### src/rtl/latch_arb_pkg.sv
// Shared opcodes and FSM states for the latch arbiter.
package latch_arb_pkg;

  localparam logic [1:0] OP_WRITE = 2'd0;
  localparam logic [1:0] OP_SET   = 2'd1;
  localparam logic [1:0] OP_CLEAR = 2'd2;
  localparam logic [1:0] OP_READ  = 2'd3;

  typedef enum logic [2:0] {
    ST_INIT,
    ST_IDLE,
    ST_SETUP,
    ST_PULSE,
    ST_HOLD,
    ST_CHECK
  } state_t;

endpackage

### src/rtl/latch_arbiter_if.sv
// Requester-side bundle of the latch arbiter.
interface latch_arbiter_if #(
  parameter int N    = 3,
  parameter int NREQ = 4
);
  logic [NREQ-1:0]   req;
  logic [2*NREQ-1:0] op;
  logic [N*NREQ-1:0] wdata;
  logic [NREQ-1:0]   ack;
  logic [N-1:0]      rdata;
  logic              err;
  logic              busy;

  modport master (
    output req, op, wdata,
    input  ack, rdata, err, busy
  );

  modport slave (
    input  req, op, wdata,
    output ack, rdata, err, busy
  );
endinterface

### src/rtl/latch_arbiter_rr_pick.sv
// Round-robin pick: first asserted req after last, wrapping at NREQ-1.
module rr_pick #(
  parameter  int NREQ = 4,
  localparam int IW   = $clog2(NREQ)
) (
  input  logic [NREQ-1:0] req,
  input  logic [IW-1:0]   last,
  output logic [NREQ-1:0] grant,
  output logic [IW-1:0]   idx,
  output logic            valid
);

  logic [IW-1:0] c;

  always_comb begin
    grant = '0;
    idx   = '0;
    valid = 1'b0;
    c     = last;
    for (int i = 0; i < NREQ; i++) begin
      c = (c == IW'(NREQ-1)) ? '0 : c + IW'(1);
      if (!valid && req[c]) begin
        valid    = 1'b1;
        idx      = c;
        grant[c] = 1'b1;
      end
    end
  end

endmodule

### src/rtl/latch_arbiter.sv
// Shares one gated latch among NREQ requesters with setup/pulse/hold sequencing.
module latch_arbiter
  import latch_arb_pkg::*;
#(
  parameter int N    = 3,
  parameter int NREQ = 4
) (
  input  logic            clk,
  input  logic            rst_n,
  latch_arbiter_if.slave  bus,
  output logic            latch_gate,
  output logic            latch_aset,
  output logic            latch_aclr,
  output logic [N-1:0]    latch_data,
  input  logic [N-1:0]    latch_q
);

  localparam int IW = $clog2(NREQ);

  state_t          state, state_nx;
  logic            init_done;
  logic [IW-1:0]   last, win;
  logic [NREQ-1:0] win_oh;
  logic [1:0]      op_q;
  logic [N-1:0]    wd_q;
  logic [NREQ-1:0] ack_q;
  logic [N-1:0]    rdata_q;
  logic            err_q, busy_q;

  logic [NREQ-1:0] pick_grant;
  logic [IW-1:0]   pick_idx;
  logic            pick_valid;
  logic [1:0]      sel_op;
  logic [N-1:0]    sel_wd;
  logic [N-1:0]    expect_v;
  logic            mismatch;
  logic            grab;

  rr_pick #(.NREQ(NREQ)) u_pick (
    .req   (bus.req),
    .last  (last),
    .grant (pick_grant),
    .idx   (pick_idx),
    .valid (pick_valid)
  );

  always_comb begin
    sel_op = '0;
    sel_wd = '0;
    for (int i = 0; i < NREQ; i++) begin
      if (pick_idx == IW'(i)) begin
        sel_op = bus.op[2*i +: 2];
        sel_wd = bus.wdata[N*i +: N];
      end
    end
  end

  always_comb begin
    state_nx = state;
    unique case (state)
      ST_INIT:  state_nx = init_done ? ST_IDLE : ST_INIT;
      ST_IDLE:  if (pick_valid) state_nx = ST_SETUP;
      ST_SETUP: state_nx = ST_PULSE;
      ST_PULSE: state_nx = ST_HOLD;
      ST_HOLD:  state_nx = ST_CHECK;
      ST_CHECK: state_nx = ST_IDLE;
      default:  state_nx = ST_INIT;
    endcase
  end

  always_comb begin
    expect_v = wd_q;
    unique case (1'b1)
      (op_q == OP_SET):   expect_v = '1;
      (op_q == OP_CLEAR): expect_v = '0;
      default:            expect_v = wd_q;
    endcase
  end

  assign mismatch = (op_q != OP_READ) && (latch_q != expect_v);
  assign grab     = (state == ST_IDLE) && pick_valid;

  // Outputs are decoded from the next state so every latch pin is a flop.
  always_ff @(posedge clk or negedge rst_n) begin
    if (!rst_n) begin
      state      <= ST_INIT;
      init_done  <= 1'b0;
      last       <= IW'(NREQ-1);
      win        <= '0;
      win_oh     <= '0;
      op_q       <= '0;
      wd_q       <= '0;
      ack_q      <= '0;
      rdata_q    <= '0;
      err_q      <= 1'b0;
      busy_q     <= 1'b0;
      latch_gate <= 1'b0;
      latch_aset <= 1'b0;
      latch_aclr <= 1'b0;
      latch_data <= '0;
    end else begin
      state      <= state_nx;
      busy_q     <= (state_nx != ST_IDLE);
      latch_gate <= (state_nx == ST_PULSE) && (op_q == OP_WRITE);
      latch_aset <= (state_nx == ST_PULSE) && (op_q == OP_SET);
      latch_aclr <= ((state == ST_INIT) && !init_done) ||
                    ((state_nx == ST_PULSE) && (op_q == OP_CLEAR));
      ack_q      <= (state_nx == ST_CHECK) ? win_oh : '0;
      err_q      <= (state_nx == ST_CHECK) && mismatch;
      if (state == ST_INIT)
        init_done <= 1'b1;
      if (grab) begin
        win        <= pick_idx;
        win_oh     <= pick_grant;
        op_q       <= sel_op;
        wd_q       <= sel_wd;
        latch_data <= sel_wd;
      end else if (state_nx == ST_IDLE || state_nx == ST_INIT) begin
        latch_data <= '0;
      end
      if (state_nx == ST_CHECK)
        rdata_q <= latch_q;
      if (state == ST_CHECK)
        last <= win;
    end
  end

  assign bus.ack   = ack_q;
  assign bus.rdata = rdata_q;
  assign bus.err   = err_q;
  assign bus.busy  = busy_q;

endmodule

### src/flat_wrapper.sv
// flat-port wrapper written by rule: the top's interface ports become plain ports
module latch_arbiter_flat import latch_arb_pkg::*;
#(
  parameter int N    = 3,
  parameter int NREQ = 4
)
  (clk, rst_n, latch_gate, latch_aset, latch_aclr, latch_data, latch_q, bus_req, bus_op, bus_wdata, bus_ack, bus_rdata, bus_err, bus_busy);
  latch_arbiter_if #(.N(N), .NREQ(NREQ)) bus_i ();
  input  logic clk;
  input  logic rst_n;
  output logic latch_gate;
  output logic latch_aset;
  output logic latch_aclr;
  output logic [N-1:0] latch_data;
  input  logic [N-1:0] latch_q;
  input wire logic [$bits(bus_i.req)-1:0] bus_req;
  input wire logic [$bits(bus_i.op)-1:0] bus_op;
  input wire logic [$bits(bus_i.wdata)-1:0] bus_wdata;
  output wire logic [$bits(bus_i.ack)-1:0] bus_ack;
  output wire logic [$bits(bus_i.rdata)-1:0] bus_rdata;
  output wire logic [$bits(bus_i.err)-1:0] bus_err;
  output wire logic [$bits(bus_i.busy)-1:0] bus_busy;
  assign bus_i.req = bus_req;
  assign bus_i.op = bus_op;
  assign bus_i.wdata = bus_wdata;
  assign bus_ack = bus_i.ack;
  assign bus_rdata = bus_i.rdata;
  assign bus_err = bus_i.err;
  assign bus_busy = bus_i.busy;
  latch_arbiter #(.N(N), .NREQ(NREQ)) u_core (.clk(clk), .rst_n(rst_n), .bus(bus_i), .latch_gate(latch_gate), .latch_aset(latch_aset), .latch_aclr(latch_aclr), .latch_data(latch_data), .latch_q(latch_q));
endmodule
### config.mk
export PLATFORM = sky130hd
export DESIGN_NAME = latch_arbiter_flat
export DESIGN_NICKNAME = d
export VERILOG_FILES = /design/src/rtl/latch_arb_pkg.sv /design/src/rtl/latch_arbiter_if.sv /design/src/rtl/latch_arbiter_rr_pick.sv /design/src/rtl/latch_arbiter.sv /design/src/flat_wrapper.sv
export SDC_FILE = /design/constraint.sdc
export NUM_CORES = 1
export LEC_CHECK = 0
export BUFFER_PORTS_ARGS = -buffer_cell sky130_fd_sc_hd__buf_2
export CAP_MARGIN = 25
export CORE_MARGIN = 3
export CORE_UTILIZATION = 54
export DETAILED_ROUTE_END_ITERATION = 7
export GPL_TIMING_DRIVEN = 0
export PLACE_DENSITY_LB_ADDON = 0.2
export SYNTH_ARGS = -nofsm -noshare
export SYNTH_HDL_FRONTEND = slang
export SYNTH_SLANG_ARGS = --single-unit
### constraint.sdc
create_clock -name clk -period 4.25 [get_ports clk]
set_input_delay 0.2125 -clock clk [delete_from_list [all_inputs] [get_ports clk]]
set_output_delay 0.2125 -clock clk [all_outputs]
set_load 0.01 [all_outputs]
==> Word-level counts from Yosys, hierarchy flattened <==
Cells that the tools add are included.
Widths: inputs -> output; s select.
{ "word_totals": {"reg_bits": 32, "output_inout_bits": 15, "inputBits": 29, "word_cells": 122, "mem_bits_rw": 0, "latchBits": 0, "rom_bits": 0, "memories": 0} }
{ "op_classes": {"n_shift": 0, "n_eq_ne": 20, "magnitude_cmp": 8, "n_mul": 0, "bitwise": 3, "mux": 47, "n_reduce_logical": 25, "div": 0, "add_sub_neg": 4} }
{ "op_table": {"columns": ["op", "count"], "rows": [
  ["$mux 2", 12],
  ["$mux 3", 7],
  ["$mux 4", 5],
  ["$pmux 3 s6", 1],
  ["$eq 2x2->1 const B", 7],
  ["$logic_and 1x1->1", 14],
  ["$mux 1", 13],
  ["$lt 2x3->1 const B", 4],
  ["$or 4x4->4", 3],
  ["$eq 3x2->1 const B", 3],
  ["$eq 3x3->1 const B", 3],
  ["$add 2x1->2 const B", 4],
  ["$bmux 1 s2", 4],
  ["$demux 1 s2", 4],
  ["$ge 2x1->1 const B", 4],
  ["$eq 3x1->1 const B", 2],
  ["$logic_not 3->1", 2],
  ["$pmux 3 s2", 1],
  ["$eq 2x1->1 const B", 2],
  ["$logic_not 1->1", 4],
  ["$logic_not 2->1", 2],
  ["$ne 3x1->1 const B", 1],
  ["$ne 3x3->1", 1],
  ["$logic_or 1x1->1", 2],
  ["2 further kinds", 2]
]} }

==> Longest topological paths before layout <==
{ "logic_depth": {"depth_word": 20, "mapped_depth": 12, "ltp_nobuf": 8} }

==> Hierarchy <==
From an unflattened synthesis, not the netlist that was laid out.
{ "unflattened": {"hier_cells": 208, "hier_area_um2": 2223.4} }
{ "by_module_without_submodules": {"columns": ["module", "area_each_um2", "cells_per_inst", "seq_area_each_um2", "n_inst"], "rows": [
  ["latch_arbiter", 1532.7, 114, 803.3, 1],
  ["rr_pick", 690.7, 94, 0.0, 1]
]} }

==> Worst setup path before layout <==
No wires, ideal clock.
{ "synth_timing": {"path_type": "reg-to-reg", "from": "register u_core.last[0]", "to": "register u_core.op_q[1]", "period_less_slack_ns": 3.106, "arrival_ns": 2.977, "path_buffers": 3, "setup_slack_ns": 1.144, "setup_ns": 0.130, "stages_incl_launch_ff": 12, "required_time_ns": 4.120, "cell_sequence": "dfstp_2 > buf_6 > buf_2 > inv_1 > ha_1 > or4b_1 > o221a_1 > and3_4 > a21o_1 > buf_6 > a2111oi_4 > a21oi_2"} }
{ "synth_via": {"elab_chain_cells": 19, "elab_cells_between_ends": 43, "cone_classes": "add/sub (4); eq/ne (7); mux (24); reduce/logical (8)"} }
{ "synth_lines": {"columns": ["element", "line", "text"], "rows": [
  ["from (decl)", "latch_arbiter.sv:22", "logic [IW-1:0] last, win;"],
  ["from (signal assigned)", "latch_arbiter.sv:88", "last <= IW'(NREQ-1);"],
  ["from (signal assigned)", "latch_arbiter.sv:124", "last <= win;"],
  ["$add 2x1->2 / $eq 2x2->1 (equally long branches)", "latch_arbiter_rr_pick.sv:21", "c = (c == IW'(NREQ-1)) ? '0 : c + IW'(1);"],
  ["$mux 2 *", "latch_arbiter_rr_pick.sv:21", null],
  ["branches (longest 17 deep; another with $add 2x1->2)", null, null],
  ["to (signal assigned)", "latch_arbiter.sv:115", "op_q <= sel_op;"],
  ["to (decl)", "latch_arbiter.sv:24", "logic [1:0] op_q;"]
]} }
Every way passes the cells marked *. The select of a mux whose other input is x is not followed.
A chain may end at the register's enable or synchronous reset.

==> Final worst setup path <==
{ "layout_timing": {"from": "register u_core.last[0]", "to": "register u_core.latch_data[1]"} }
{ "layout_via": {"elab_chain_cells": 20, "elab_cells_between_ends": 50, "cone_classes": "add/sub (4); eq/ne (8); mux (27); reduce/logical (11)"} }
{ "layout_lines": {"columns": ["element", "line", "text"], "rows": [
  ["$add 2x1->2 / $eq 2x2->1 (equally long branches)", "latch_arbiter_rr_pick.sv:21", null],
  ["$mux 2 *", "latch_arbiter_rr_pick.sv:21", null],
  ["branches (longest 18 deep; another with $add 2x1->2)", null, null],
  ["to (signal assigned)", "latch_arbiter.sv:117", "latch_data <= sel_wd;"],
  ["to (decl)", "latch_arbiter.sv:14", "output logic [N-1:0] latch_data,"]
]} }
Marked as above.

==> summary.md <==
| Metric | Value |
|---|---|
| Synth Net Count | 241 |
| Via count | 1689 |
| Final period util | 80.0% |
| Yosys warns | 0 |
| Core footprint | 0.00352 mm2 |
| Setup Viol. Count Final | 0 |
| Final WS setup | 0.849 ns |
| Gr ovfl total | 0 |
| H-tree depth | 2 |
| Seq/Total Area, Yosys | 38.7% |
| Path type of the worst min-delay path | primary input to flip-flop |
| Overall routing resource usage | 20.5% |
| Largest net degree at the start of global routing | 33 |
| GR Util met1 | 27.1% |
| Peak VDD IR | 0.444 mV |
| Clock Skew | 0.00584 ns |
| Leak | 0.00120 uW |
| CTS clk-pin slew, worst paths | 0.07 ns |
| Buffer count from post-CTS setup fixing | 0 |
| Fill count | 294 |
| Max FO, Critical Path | 10 |
| RSZ-0062 raised after global routing | no |
| Place WS | 0.885 ns |
| Grt met2 use | 32.6% |
| CTS Root Cell | clkbuf_8 |
| Worst Tran Pin Value | 0.691 ns |
| RePlAce Congestion | 0.846 |
| DRT iter0 DRCs | 116 |
| IO Port Bufs | 42 |
| Setup TNS | 0 ns |
| Ranking of synthesized cells by area | dfrtp_1 (36%), ha_1 (7.2%), nand2_1 (4.0%) |
| Worst R2R Setup Slack | 0.85 ns |
| Drt pass-1 iters | 4 |
| Post-Place Cells | 288 |
| WL/cell | 14.4 um |
| CTS Buffer Depth | 2 |
| Fmax | 0.294 GHz |
| Worst path max stage delay | 0.60 ns |
| Post-Syn Area per Cell | 10.4 um2 |
| Diode count | 0 |
| Critical path launch point type | flip-flop |
| Final min period | 3.40 ns |
| Max cap viols | 0 |
| Pwr Density | 751 mW/mm2 |
| Cell count after synthesis | 200 |
| Die width | 68.0 um |
| Top FF cell, synth | dfrtp_1 |
| Skew-Pair Late Insertion Delay | 0.28 ns |
| Final #Nets | 291 |
| Clock buffer count from CTS | 5 |
| Die height | 68.0 um |
| Most used routing layer | met2 |
| Sum of net half-perimeters after detailed placement | 3330 um |
| Most common cell after layout, fill and taps aside | buf_2 |
| Post-synthesis async set-or-reset flop share | 100% |
| Most frequent cells in the layout | buf_2 (44), dfrtp_1 (30), nand2_1 (22), nor2_1 (14), ha_1 (12) |
| Layout cells sized above 1 | 31.5% |
| Remaining antenna violation count | 0 |
| Final instance area | 0.00246 mm2 |
| Crit end category | flip-flop |
| Number of synthesized register bits | 32 |
| Distinct cell type count of the synthesized netlist | 59 |
| P&R area growth vs syn | 18.6% |
| Dominant cell type by area after synthesis | dfrtp_1 |
| CP cell instances | buf_6, buf_2, inv_1, ha_1, buf_2, mux4_1, a21oi_2, a2bb2oi_1, or2b_1, o221ai_1 |
| EDFF count, synth | 0 |
| Fin cells | 297 |
| Share of the synthesized area in the top cell type | 36.2% |
| Initial Util | 58.9% |
| Final slew viol count | 0 |
| Dpl cell area | 0.00234 mm2 |
| Full die area | 0.00462 mm2 |
| First-pass GRT wire length | 7160 um |
| Initial antenna violation count | 0 |
| Clock sinks | 32 |
| DRC | 0 |
| IO Count | 44 |
| Met3 GRT Util | 5.25% |
| CP max stage cell | dfstp_2 |
| Critical Path AT | 3.52 ns |
| Vias in the first global route | 1588 |
| Crit Path Class | flip-flop to flip-flop |
| Status | finished clean |
| Post-Syn Area | 0.00207 mm2 |
| Final Util | 69.9% |
| Routed WL | 4290 um |
| CP most frequent cell | buf_2 |
| Max transition margin | 53.9% |
| Fin. Hold Viols | 0 |
| Vias per cell | 5.69 |
| Worst path required time | 4.37 ns |
| CTS tree | done |
| Rows | 21 |
logic make-up after synthesis:
group / after synthesis / synth area share [%]
simple gates: 77 / 21.8
fa+ha+maj: 12 / 7.24
mux: 14 / 7.84
flops: 32 / 38.7
buf+inv: 19 / 5.19
compound gates: 42 / 17.6
xor+xnor: 4 / 1.69
critical path, delay by kind of cell, from the launching register on:
family	cells	cell delay, ns
buffers and inverters	4	0.73
AOI/OAI and AO/OA	3	0.81
DFF	1	0.60
and+or+nand+nor	1	0.28
muxes	1	0.46
adders and majority gates	1	0.36
final timing paths:
path / from / endpoint / cells after the start
worst max-delay path: u_core.last[0] / u_core.latch_data[1] / 10
worst min-delay path: latch_q[2] / u_core.bus.rdata[2] / 2
worst max register to register: u_core.last[0] / u_core.latch_data[1] / 10
worst min register to register: u_core.init_done / u_core.latch_aclr / 1
max in group asynchronous: rst_n / u_core.latch_data[0] / 2
min in group asynchronous: rst_n / u_core.bus.ack[3] / 2
state kept, by name (all words and copies together) (netlist names):
name / flops
u_core.latch_data: 3
u_core.win: 2
u_core.init_done: 1
u_core.state: 3
u_core.bus.err: 1
u_core.wd_q: 3
u_core.latch_aset: 1
u_core.op_q: 2
u_core.latch_aclr: 1
u_core.latch_gate: 1
u_core.last: 2
u_core.bus.ack: 4
u_core.win_oh: 4
u_core.bus.rdata: 3
u_core.bus.busy: 1
where the power goes:
part | total, uW | switching [uW] | leakage, uW | internal, uW
sequential | 517 | 86.6 | 0.000395 | 431
combinational | 1050 | 573 | 0.000749 | 473
clock | 283 | 109 | 0.0000552 | 174
total | 1850 | 769 | 0.00120 | 1080
repair_timing:
item / 4_1_cts / 5_1_grt
endpoints found under the hold margin: 30 / 0
hold buffers: 1 / 0
resized for setup: 0 / 0
routing by layer:
metal	routed length, um	up-vias	share of wire (%)
met5	0	-	0
met4	46	0	1.1
met3	210	4	4.9
met2	2060	42	48
met1	1970	803	46
li1	-	840	-
Yosys cell counts (all sizes together), types with 2 or more instances:
library cell	number
a31oi	5
mux2i	8
nor2b	2
dfrtp	30
and4bb	2
nand2b	2
nor3	5
nor2	14
inv	10
dfstp	2
and2	4
o221ai	8
and3b	3
buf	6
a2bb2oi	2
a221oi	2
nand2	22
o21ai	2
nor3b	2
mux2	5
ha	12
xnor2	3
a21o	2
nand3	3
a21oi	6
nand4	2
and3	3
a222oi	4
clkbuf	3
or2	3
a211oi	3
area by class of cell:
cell class                 instances  area [um2]  share of cell area, %
tap                               46        57.6                   2.34
clock inverter                     2        35.0                   1.42
timing repair buffer              43         220                   8.95
clock buffer                       6        72.6                   2.95
sequential                        32         803                   32.7
multi-input combinational        149        1160                   47.3
inverter                          10        37.5                   1.53
buffer                             9        70.1                   2.85
per-stage QoR:
step           hold WS, ns  power [uW]
2_1_floorplan      -0.0831        1330
3_3_place_gp         0.288        1540
3_5_place_dp         0.291        1570
4_1_cts              0.193        1860
5_1_grt              0.198        2010
6_report             0.198        1850
No activity file was read; power rests on OpenSTA's default activity.
